===== config.mk =====
export PLATFORM = sky130hd
export DESIGN_NAME = if_fetch_ctrl_flat
export DESIGN_NICKNAME = d
export VERILOG_FILES = /design/src/rtl/if_fetch_ctrl_pkg.sv /design/src/rtl/if_fetch_ctrl_if.sv /design/src/rtl/if_skid_buf.sv /design/src/rtl/if_fetch_ctrl.sv /design/src/flat_wrapper.sv
export SDC_FILE = /design/constraint.sdc
export NUM_CORES = 1
export LEC_CHECK = 0
export BUFFER_PORTS_ARGS = -buffer_cell sky130_fd_sc_hd__buf_2
export CAP_MARGIN = 0
export CORE_ASPECT_RATIO = 0.9
export CORE_MARGIN = 2
export CORE_UTILIZATION = 45
export CTS_CLUSTER_SIZE = 16
export DETAILED_ROUTE_END_ITERATION = 7
export PLACE_DENSITY_LB_ADDON = 0.3
export SLEW_MARGIN = 15
export SYNTH_ARGS = -nofsm -noshare
export SYNTH_HDL_FRONTEND = slang
export SYNTH_SLANG_ARGS = --single-unit

===== constraint.sdc =====
create_clock -name clk -period 1.7 [get_ports clk]
set_input_delay 0.255 -clock clk [delete_from_list [all_inputs] [get_ports clk]]
set_output_delay 0.255 -clock clk [all_outputs]
set_load 0.01 [all_outputs]

===== src/rtl/if_fetch_ctrl_pkg.sv =====
// Shared definitions for the instruction-fetch controller.
//   state_e         : fetch sequencer states
//   ResetPcDefault  : default fetch address after reset
//   ZeroWord        : 32-bit zero used for register reset values
//   align_pc()      : forces a byte address onto a word boundary
package if_fetch_ctrl_pkg;

    typedef enum logic [1:0] {
        StIdle = 2'd0,
        StReq  = 2'd1,
        StHold = 2'd2
    } state_e;

    localparam logic [31:0] ResetPcDefault = 32'h0000_0000;
    localparam logic [31:0] ZeroWord       = 32'h0000_0000;

    function automatic logic [31:0] align_pc(input logic [31:0] addr);
        return addr & ~32'h0000_0003;
    endfunction

endpackage


===== src/rtl/if_fetch_ctrl_if.sv =====
// Instruction-memory request/response bundle.
//   req   : fetch request (master -> slave)
//   addr  : word-aligned fetch address, stable while req & !ack
//   ack   : response valid this cycle, may coincide with the first req cycle
//   rdata : instruction word, valid with ack
interface if_fetch_ctrl_if;
    logic        req;
    logic [31:0] addr;
    logic        ack;
    logic [31:0] rdata;

    modport master (output req, output addr, input  ack, input  rdata);
    modport slave  (input  req, input  addr, output ack, output rdata);
endinterface


===== src/rtl/if_skid_buf.sv =====
// One-entry {pc, inst} holding register used when a response arrives while
// the output slot is full and stalled.
//   load_i  : capture pc_i/inst_i and mark valid
//   drain_i : entry has been moved out, mark empty
//   clear_i : discard the entry (highest priority)
//   valid_o/pc_o/inst_o : registered entry contents
module if_skid_buf
    import if_fetch_ctrl_pkg::*;
(
    input  logic        clk,
    input  logic        rst_n,
    input  logic        load_i,
    input  logic        drain_i,
    input  logic        clear_i,
    input  logic [31:0] pc_i,
    input  logic [31:0] inst_i,
    output logic        valid_o,
    output logic [31:0] pc_o,
    output logic [31:0] inst_o
);

    logic        valid_q, valid_d;
    logic [31:0] pc_q, pc_d;
    logic [31:0] inst_q, inst_d;

    always_comb begin
        valid_d = valid_q;
        pc_d    = pc_q;
        inst_d  = inst_q;
        if (clear_i) begin
            valid_d = 1'b0;
        end else if (load_i) begin
            valid_d = 1'b1;
            pc_d    = pc_i;
            inst_d  = inst_i;
        end else if (drain_i) begin
            valid_d = 1'b0;
        end
    end

    always_ff @(posedge clk or negedge rst_n) begin
        if (!rst_n) begin
            valid_q <= 1'b0;
            pc_q    <= ZeroWord;
            inst_q  <= ZeroWord;
        end else begin
            valid_q <= valid_d;
            pc_q    <= pc_d;
            inst_q  <= inst_d;
        end
    end

    assign valid_o = valid_q;
    assign pc_o    = pc_q;
    assign inst_o  = inst_q;

endmodule


===== src/rtl/if_fetch_ctrl.sv =====
// Instruction-fetch sequencer: owns the PC, issues imem requests, applies
// branch redirects (cancelling an in-flight fetch) and buffers fetched words
// in an output slot backed by a one-entry skid register across stalls.
//   clk, rst_n               : clock, asynchronous active-low reset
//   branch_flag_i            : redirect request from decode
//   branch_target_address_i  : redirect target, low two bits ignored
//   stall_i                  : downstream cannot accept the slot
//   imem                     : instruction-memory request port (master)
//   if_valid_o/pc_o/inst_o   : registered output slot towards IF/ID
module if_fetch_ctrl
    import if_fetch_ctrl_pkg::*;
#(
    parameter logic [31:0] RESET_PC = ResetPcDefault
) (
    input  logic            clk,
    input  logic            rst_n,
    input  logic            branch_flag_i,
    input  logic [31:0]     branch_target_address_i,
    input  logic            stall_i,
    if_fetch_ctrl_if.master imem,
    output logic            if_valid_o,
    output logic [31:0]     if_pc_o,
    output logic [31:0]     if_inst_o
);

    state_e      state_q, state_d;
    logic [31:0] pc_q, pc_d;
    // kill_q marks the outstanding request as cancelled; kill_addr_q keeps its
    // address on the bus until the ack retires it, while pc_q already holds
    // the redirect target.
    logic        kill_q, kill_d;
    logic [31:0] kill_addr_q, kill_addr_d;
    logic        slot_valid_q, slot_valid_d;
    logic [31:0] slot_pc_q, slot_pc_d;
    logic [31:0] slot_inst_q, slot_inst_d;

    logic        skid_load, skid_drain, skid_clear;
    logic        skid_valid;
    logic [31:0] skid_pc, skid_inst;
    logic        consumed;

    if_skid_buf u_skid (
        .clk     (clk),
        .rst_n   (rst_n),
        .load_i  (skid_load),
        .drain_i (skid_drain),
        .clear_i (skid_clear),
        .pc_i    (pc_q),
        .inst_i  (imem.rdata),
        .valid_o (skid_valid),
        .pc_o    (skid_pc),
        .inst_o  (skid_inst)
    );

    assign consumed = slot_valid_q & ~stall_i;

    always_comb begin
        state_d      = state_q;
        pc_d         = pc_q;
        kill_d       = kill_q;
        kill_addr_d  = kill_addr_q;
        slot_valid_d = slot_valid_q;
        slot_pc_d    = slot_pc_q;
        slot_inst_d  = slot_inst_q;
        skid_load    = 1'b0;
        skid_drain   = 1'b0;
        skid_clear   = 1'b0;

        unique case (state_q)
            StIdle: begin
                state_d = StReq;
            end
            StReq: begin
                if (branch_flag_i) begin
                    pc_d         = align_pc(branch_target_address_i);
                    slot_valid_d = 1'b0;
                    skid_clear   = 1'b1;
                    if (imem.ack) begin
                        // Response retires the outstanding request and is dropped.
                        kill_d = 1'b0;
                    end else if (!kill_q) begin
                        kill_d      = 1'b1;
                        kill_addr_d = pc_q;
                    end
                end else if (imem.ack) begin
                    if (kill_q) begin
                        kill_d = 1'b0;
                        if (consumed) begin
                            slot_valid_d = 1'b0;
                        end
                    end else if (!slot_valid_q || !stall_i) begin
                        slot_valid_d = 1'b1;
                        slot_pc_d    = pc_q;
                        slot_inst_d  = imem.rdata;
                        pc_d         = pc_q + 32'd4;
                    end else begin
                        skid_load = 1'b1;
                        pc_d      = pc_q + 32'd4;
                        state_d   = StHold;
                    end
                end else if (consumed) begin
                    slot_valid_d = 1'b0;
                end
            end
            StHold: begin
                // No request is outstanding here, so a branch never needs a kill.
                if (branch_flag_i) begin
                    pc_d         = align_pc(branch_target_address_i);
                    slot_valid_d = 1'b0;
                    skid_clear   = 1'b1;
                    state_d      = StReq;
                end else if (!stall_i) begin
                    slot_valid_d = skid_valid;
                    slot_pc_d    = skid_pc;
                    slot_inst_d  = skid_inst;
                    skid_drain   = 1'b1;
                    state_d      = StReq;
                end
            end
            default: begin
                state_d = StIdle;
            end
        endcase
    end

    always_ff @(posedge clk or negedge rst_n) begin
        if (!rst_n) begin
            state_q      <= StIdle;
            pc_q         <= align_pc(RESET_PC);
            kill_q       <= 1'b0;
            kill_addr_q  <= ZeroWord;
            slot_valid_q <= 1'b0;
            slot_pc_q    <= ZeroWord;
            slot_inst_q  <= ZeroWord;
        end else begin
            state_q      <= state_d;
            pc_q         <= pc_d;
            kill_q       <= kill_d;
            kill_addr_q  <= kill_addr_d;
            slot_valid_q <= slot_valid_d;
            slot_pc_q    <= slot_pc_d;
            slot_inst_q  <= slot_inst_d;
        end
    end

    assign imem.req  = (state_q == StReq);
    assign imem.addr = kill_q ? kill_addr_q : pc_q;

    assign if_valid_o = slot_valid_q;
    assign if_pc_o    = slot_pc_q;
    assign if_inst_o  = slot_inst_q;

endmodule

===== src/flat_wrapper.sv =====
// flat-port wrapper written by rule: the top's interface ports become plain ports
module if_fetch_ctrl_flat import if_fetch_ctrl_pkg::*;
#(
    parameter logic [31:0] RESET_PC = ResetPcDefault
)
  (clk, rst_n, branch_flag_i, branch_target_address_i, stall_i, if_valid_o, if_pc_o, if_inst_o, imem_req, imem_addr, imem_ack, imem_rdata);
  if_fetch_ctrl_if imem_i ();
  input  logic clk;
  input  logic rst_n;
  input  logic branch_flag_i;
  input  logic [31:0] branch_target_address_i;
  input  logic stall_i;
  output logic if_valid_o;
  output logic [31:0] if_pc_o;
  output logic [31:0] if_inst_o;
  output wire logic [$bits(imem_i.req)-1:0] imem_req;
  output wire logic [$bits(imem_i.addr)-1:0] imem_addr;
  input wire logic [$bits(imem_i.ack)-1:0] imem_ack;
  input wire logic [$bits(imem_i.rdata)-1:0] imem_rdata;
  assign imem_req = imem_i.req;
  assign imem_addr = imem_i.addr;
  assign imem_i.ack = imem_ack;
  assign imem_i.rdata = imem_rdata;
  if_fetch_ctrl #(.RESET_PC(RESET_PC)) u_core (.clk(clk), .rst_n(rst_n), .branch_flag_i(branch_flag_i), .branch_target_address_i(branch_target_address_i), .stall_i(stall_i), .imem(imem_i), .if_valid_o(if_valid_o), .if_pc_o(if_pc_o), .if_inst_o(if_inst_o));
endmodule

Word-level counts from Yosys, hierarchy flattened
Index checks and enable logic that the tools add are counted.
Widths: inputs -> output; s select.
{ "classes": {"add_sub_neg": 1, "n_mul": 0, "n_div": 0, "magnitude_cmp": 0, "n_eq_ne": 14, "shift": 0, "muxes": 51, "bitwise_logic": 4, "n_reduce_logical": 15} }
{ "ops": {"columns": ["cell", "count"], "rows": [
  ["$mux 32", 17],
  ["$pmux 32 s2", 3],
  ["$add 32x3->32 const B", 1],
  ["$mux 1", 23],
  ["$mux 2", 6],
  ["$ne 2x2->1 const B", 6],
  ["$reduce_and 7->1", 1],
  ["$ne 3x3->1 const B", 2],
  ["$pmux 2 s3", 1],
  ["$reduce_and 3->1", 2],
  ["$ne 5x3->1 const B", 1],
  ["$reduce_and 5->1", 1],
  ["$ne 2x1->1 const B", 2],
  ["$reduce_and 2->1", 2],
  ["$reduce_and 4->1", 1],
  ["$reduce_bool 2->1", 2],
  ["$ne 3x2->1 const B", 1],
  ["$not 1->1", 3],
  ["$reduce_bool 3->1", 1],
  ["$eq 2x1->1 const B", 1],
  ["$eq 2x2->1 const B", 1],
  ["$logic_not 1->1", 2],
  ["$logic_not 2->1", 1],
  ["$pmux 1 s2", 1],
  ["3 further kinds", 3]
]} }
{ "totals": {"ff_bits": 197, "latch_bits": 0, "ramBits": 0, "mem_bits_ro": 0, "in_bits": 69, "out_inout_bits": 98, "wordCells": 95, "n_memories": 0} }

Longest topological paths before layout
{ "logic_depth": {"ltp_word": 9, "mapped_depth": 9} }

Hierarchy
From an unflattened synthesis, not the netlist that was laid out.
{ "unflattened": {"hier_cells": 736, "hier_area_um2": 9640.5} }
{ "by_module_without_submodules": {"columns": ["mod", "n_inst", "cells_per_inst", "area_per_inst_um2"], "rows": [
  ["if_fetch_ctrl", 1, 596, 6899.1],
  ["if_skid_buf", 1, 140, 2741.4]
]} }

Worst setup path before layout
OpenSTA, ideal clock, no wires.
{ "synth_timing": {"kind": "register to register", "start": "reg u_core.state_q[1]", "end": "reg u_core.pc_q[30]", "setup_ns": 0.129, "arrival_ns": 1.762, "required_ns": 1.571, "path_slack_ns": -0.191, "path_stages_with_launch": 8, "path_buffers": 0, "period_less_slack_ns": 1.891, "cell_sequence": "dfrtp_1 inv_1 ha_1 inv_2 o311a_2 and3_1 a311oi_1 nor3_1"} }
{ "synth_via": {"elab_chain_len": 3} }
{ "synth_lines": {"columns": ["item", "line_no", "text"], "rows": [
  ["start: declaration", "if_fetch_ctrl.sv:26", "state_e state_q, state_d;"],
  ["start signal: assignment", "if_fetch_ctrl.sv:128", "state_q <= StIdle;"],
  ["start signal: assignment", "if_fetch_ctrl.sv:136", "state_q <= state_d;"],
  ["$eq 2x1->1 *", null, null],
  ["named net imem_req", "flat_wrapper.sv:16", "output wire logic [$bits(imem_i.req)-1:0] imem_req;"],
  ["$ne 3x3->1 (no line) (tied with other cells)", null, null],
  ["$reduce_and 4->1 (no line)", null, null],
  ["end signal: assignment", "if_fetch_ctrl.sv:129", "pc_q <= align_pc(RESET_PC);"],
  ["end signal: assignment", "if_fetch_ctrl.sv:137", "pc_q <= pc_d;"],
  ["end: declaration", "if_fetch_ctrl.sv:27", "logic [31:0] pc_q, pc_d;"]
]} }
The timed path passes the listed nets; every way through them passes the cells marked *.
A chain may end at the register's enable or synchronous reset.

Worst setup path after layout
{ "layout_timing": {"start": "reg u_core.kill_q", "end": "out imem_addr[5]"} }
{ "layout_via": {"elab_chain_len": 1} }
{ "layout_lines": {"columns": ["item", "line_no", "text"], "rows": [
  ["start: declaration", "if_fetch_ctrl.sv:31", "logic kill_q, kill_d;"],
  ["start signal: assignment", "if_fetch_ctrl.sv:138", "kill_q <= kill_d;"],
  ["$mux 32", null, null],
  ["end: declaration", "flat_wrapper.sv:17", "output wire logic [$bits(imem_i.addr)-1:0] imem_addr;"]
]} }
Every way passes these cells.

==> Implementation_results.wiki <==
{| class="wikitable"
! Metric !! Value
|-
| Result of the run || complete, but fails checks
|-
| Failing checks || negative setup slack
|-
| Class of the tightest hold or removal check || primary input to flip-flop
|-
| Die footprint || 0.0211 mm2
|-
| Routed WL || 26400 um
|-
| Required time at the endpoint of the critical path || 1.44 ns
|-
| Terminus of the critical flop-to-flop path || u_core.pc_q[30]
|-
| Count of antenna diodes in the layout || 0
|-
| Wire length of the first global-routing pass || 36900 um
|-
| Sequential cell area in the final layout || 0.00478 mm2
|-
| Average size of a mapped cell || 11.5 um2
|-
| Average wire per standard cell || 19.8 um
|-
| Net count of the finished layout || 1137
|-
| DP HPWL || 15400 um
|-
| Worst Path Class, Setup || flip-flop to output pin
|-
| # placed instances || 1231
|-
| Kind of end point of the critical path || output pin
|-
| Number of rows created at floorplan || 49
|-
| Level count of the clock H-tree || 4
|-
| Clock insertion delay at the later pin of the skew report || 0.44 ns
|-
| Setup TNS || -23.11 ns
|-
| Max-slew violation count || 0
|-
| Pwr dens || 1850 mW/mm2
|-
| Top post-synthesis cells by area || dfrtp_1, mux2_2, mux2i_1
|-
| Overflow left after global routing || 0
|-
| Area share of and/or/nand/nor cells after synthesis || 9.89%
|-
| Number of buffers added by the clock tree synthesis step || 17
|-
| Overall die width || 153 um
|-
| Static power due to leakage || 5.89 nW
|-
| Depth of the worst hold-timing path || 2
|-
| Launching point of the worst reg2reg path || u_core.kill_q
|-
| Residual DRC count || 0
|-
| Number of antenna violations at the first check in global routing || 0
|-
| Final hold violation count || 0
|-
| Crit-path slowest cell || dfrtp_2
|-
| Core box area || 0.0198 mm2
|-
| Crit start category || flip-flop
|-
| Combinational family with the most area after synthesis || multiplexers
|-
| I/O pin count || 167
|-
| Maximum clock insertion buffer count || 2
|-
| Vias in the first global route || 6728
|-
| Multi-input gate area || 0.00447 mm2
|-
| Die Span Y || 138 um
|-
| CTS Root Buffer Type || clkbuf_16
|-
| Sequential area share after synthesis || 53.2%
|-
| Largest vdd supply drop || 1.20 mV
|-
| Post-synthesis mux area share || 22.1%
|-
| Ordered cell list for the critical path || buf_8 -> clkbuf_16 -> mux2_2 -> buf_6
|-
| Global Route Usage Sum || 21.9%
|-
| Final instance count without filler cells || 1332
|-
| Compound-cell area share of the yosys netlist || 10.5%
|-
| Area grow syn2layout || 46.9%
|-
| Min-delay src || imem_ack
|-
| Adder and majority cell fraction of the synthesized area || 0.557%
|-
| Fillcell total || 1423
|-
| Number of iterations in the first detailed-routing pass || 7
|-
| IO buf count || 162
|-
| Via/cell ratio || 5.62
|-
| Number of nets still failing antenna checks after routing || 0
|-
| Synthesized-area fraction occupied by xor and xnor cells || 0%
|-
| Worst Path Arrival || 1.64 ns
|-
| Total of flip-flops plus latches after synthesis || 191
|-
| Final period utilization || 111%
|-
| Worst Clk Skew || 0.0112 ns
|-
| DRT iter0 DRCs || 475
|-
| Largest fanout on the critical path || 5
|-
| R2r setup slk || -0.17 ns
|-
| CTS clock-pin slew for the worst setup and hold paths || 0.07 ns
|-
| Final Critical Period || 1.89 ns
|-
| Clock sink count || 191
|-
| Final Wtd Congestion || 0.866
|-
| Terminating pin of the worst hold path || u_core.kill_q
|-
| Warnings, synthesis || 0
|-
| Largest net degree at the start of global routing || 53
|-
| Worst Reg-to-Reg Cells || 6
|-
| Unrepaired setup endpoints after global routing || true
|-
| Vias post-DR || 7484
|-
| Cell taking the most area after synthesis || dfrtp_1
|-
| Share of the synthesized area in the top cell type || 53.2%
|-
| Number of violations of the max-capacitance limit || 0
|-
| Minimum setup slack in the final design || -0.194 ns
|-
| Number of distinct library cells after synthesis || 55
|-
| Max frequency || 528 MHz
|-
| Mapped Cells || 784
|-
| Cell area after synthesis || 0.00898 mm2
|-
| TritonCTS clock tree || yes
|-
| Final setup violation count || 215
|-
| Share of layout cells above drive strength 1 || 53.7%
|-
| Initial standard-cell utilization of the core || 45.3%
|-
| Critical Path Max Stage Delay || 0.39 ns
|}
[worst max-delay path, delay by kind of cell (launching register included)]
kind                   cells  cell delay, ns
buffers and inverters      3            0.45
DFF                        1            0.39
muxes                      1            0.36
[kinds of logic after synthesis]
group,after synthesis
AO/OA/AOI/OAI,161
other,1
buffers and inverters,66
AND/OR/NAND/NOR,178
flip-flops,191
multiplexers,183
adder cells (fa/ha/maj),4
[routing by layer]
layer	GRT usage (%)	wire length (um)	vias up
met4	5.31	521	0
li1	-	-	3388
met2	33.1	12700	316
met3	4.45	1540	37
met1	32.7	11600	3743
met5	0	0	-
[synth_stat cells, drive strengths merged]
| library cell | instances |
|---|---|
| a211oi | 6 |
| a21boi | 1 |
| a21oi | 95 |
| a2bb2oi | 6 |
| a311oi | 4 |
| a31o | 1 |
| a31oi | 4 |
| a32oi | 1 |
| a41o | 1 |
| a41oi | 1 |
| and2 | 3 |
| and2b | 1 |
| and3 | 5 |
| and4 | 6 |
| buf | 39 |
| clkbuf | 19 |
| clkdlybuf4s25 | 1 |
| conb | 1 |
| dfrtp | 191 |
| ha | 4 |
| inv | 7 |
| mux2 | 119 |
| mux2i | 64 |
| nand2 | 27 |
| nand2b | 1 |
| nand3 | 16 |
| nand4 | 8 |
| nor2 | 91 |
| nor2b | 2 |
| nor3 | 9 |
| nor3b | 1 |
| nor4 | 3 |
| o21a | 2 |
| o21ai | 20 |
| o21bai | 1 |
| o22ai | 10 |
| o311a | 1 |
| o311ai | 1 |
| o31ai | 2 |
| o32ai | 4 |
| or2 | 2 |
| or2b | 1 |
| or3 | 1 |
| or4 | 1 |
[worst max path at each step]
| stage | slack (ns) | from | depth (start not counted) | endpoint |
|---|---|---|---|---|
| global placement | -0.10 | u_core.state_q[0] | 9 | u_core.if_inst_o[7] |
| finish | -0.19 | u_core.kill_q | 4 | imem_addr[5] |
| CTS | -0.15 | u_core.kill_q | 4 | imem_addr[7] |
| global route | -0.23 | u_core.kill_q | 4 | imem_addr[2] |
| detailed placement | -0.17 | u_core.state_q[0] | 6 | u_core.pc_q[22] |
| floorplan | -0.02 | u_core.state_q[1] | 7 | u_core.pc_q[30] |
[stage by stage]
| step | total power [mW] | hold slack [ns] | utilization [%] | cell area [um2] | setup slack (ns) |
|---|---|---|---|---|---|
| floorplan | 13.0 | -0.0406 | - | 9100 | -0.0212 |
| global placement | 16.3 | 0.206 | 54.1 | 10700 | -0.105 |
| detailed placement | 16.6 | 0.206 | 54.1 | 10700 | -0.170 |
| CTS | 21.5 | 0.0189 | 60.4 | 12000 | -0.151 |
| global route | 25.7 | 0.0331 | 66.6 | 13200 | -0.232 |
| finish | 24.5 | 0.0352 | 66.6 | 13200 | -0.194 |
[where the power goes]
group / total [mW] / leakage (nW) / internal (mW) / switching, mW
combinational: 12.4 / 3.32 / 6.74 / 5.63
sequential: 8.08 / 2.29 / 6.64 / 1.44
clock: 4.00 / 0.280 / 2.07 / 1.93
total: 24.5 / 5.89 / 15.5 / 9.01
[area by class of cell]
type / instances / area share [%]
Clock buffer: 17 / 3.22
Inverter: 7 / 0.237
Timing Repair Buffer: 319 / 22.8
Clock inverter: 15 / 1.17
Tap cell: 255 / 2.42
Sequential cell: 191 / 36.3
Multi-Input combinational cell: 528 / 33.9
[cells in the final DEF, fill, tap and decap left out, drive strengths merged, types with 8 or more instances in the layout]
cell type,instances
o22ai,10
dfrtp,191
nand3,16
nand4,8
a21oi,95
clkbuf,35
mux2,119
inv,13
mux2i,64
nor2,91
nor3,9
nand2,27
buf,300
o21ai,20
[what timing repair did]
action,in CTS,in global routing
endpoints found under the hold margin,33,0
resized for setup,77,140
gates cloned,8,20
pin swaps,13,31
hold buffers,1,0
setup buffers,20,22
endpoints found under the setup margin,203,206
[sequential cells by signal (all words and copies together), names as in the netlist]
signal / count
u_core.if_valid_o: 1
u_core.u_skid.inst_o: 32
u_core.kill_addr_q: 32
u_core.pc_q: 30
u_core.u_skid.pc_o: 30
u_core.state_q: 2
u_core.if_inst_o: 32
u_core.u_skid.valid_o: 1
u_core.kill_q: 1
u_core.if_pc_o: 30
(Power assumes the default switching activity.)
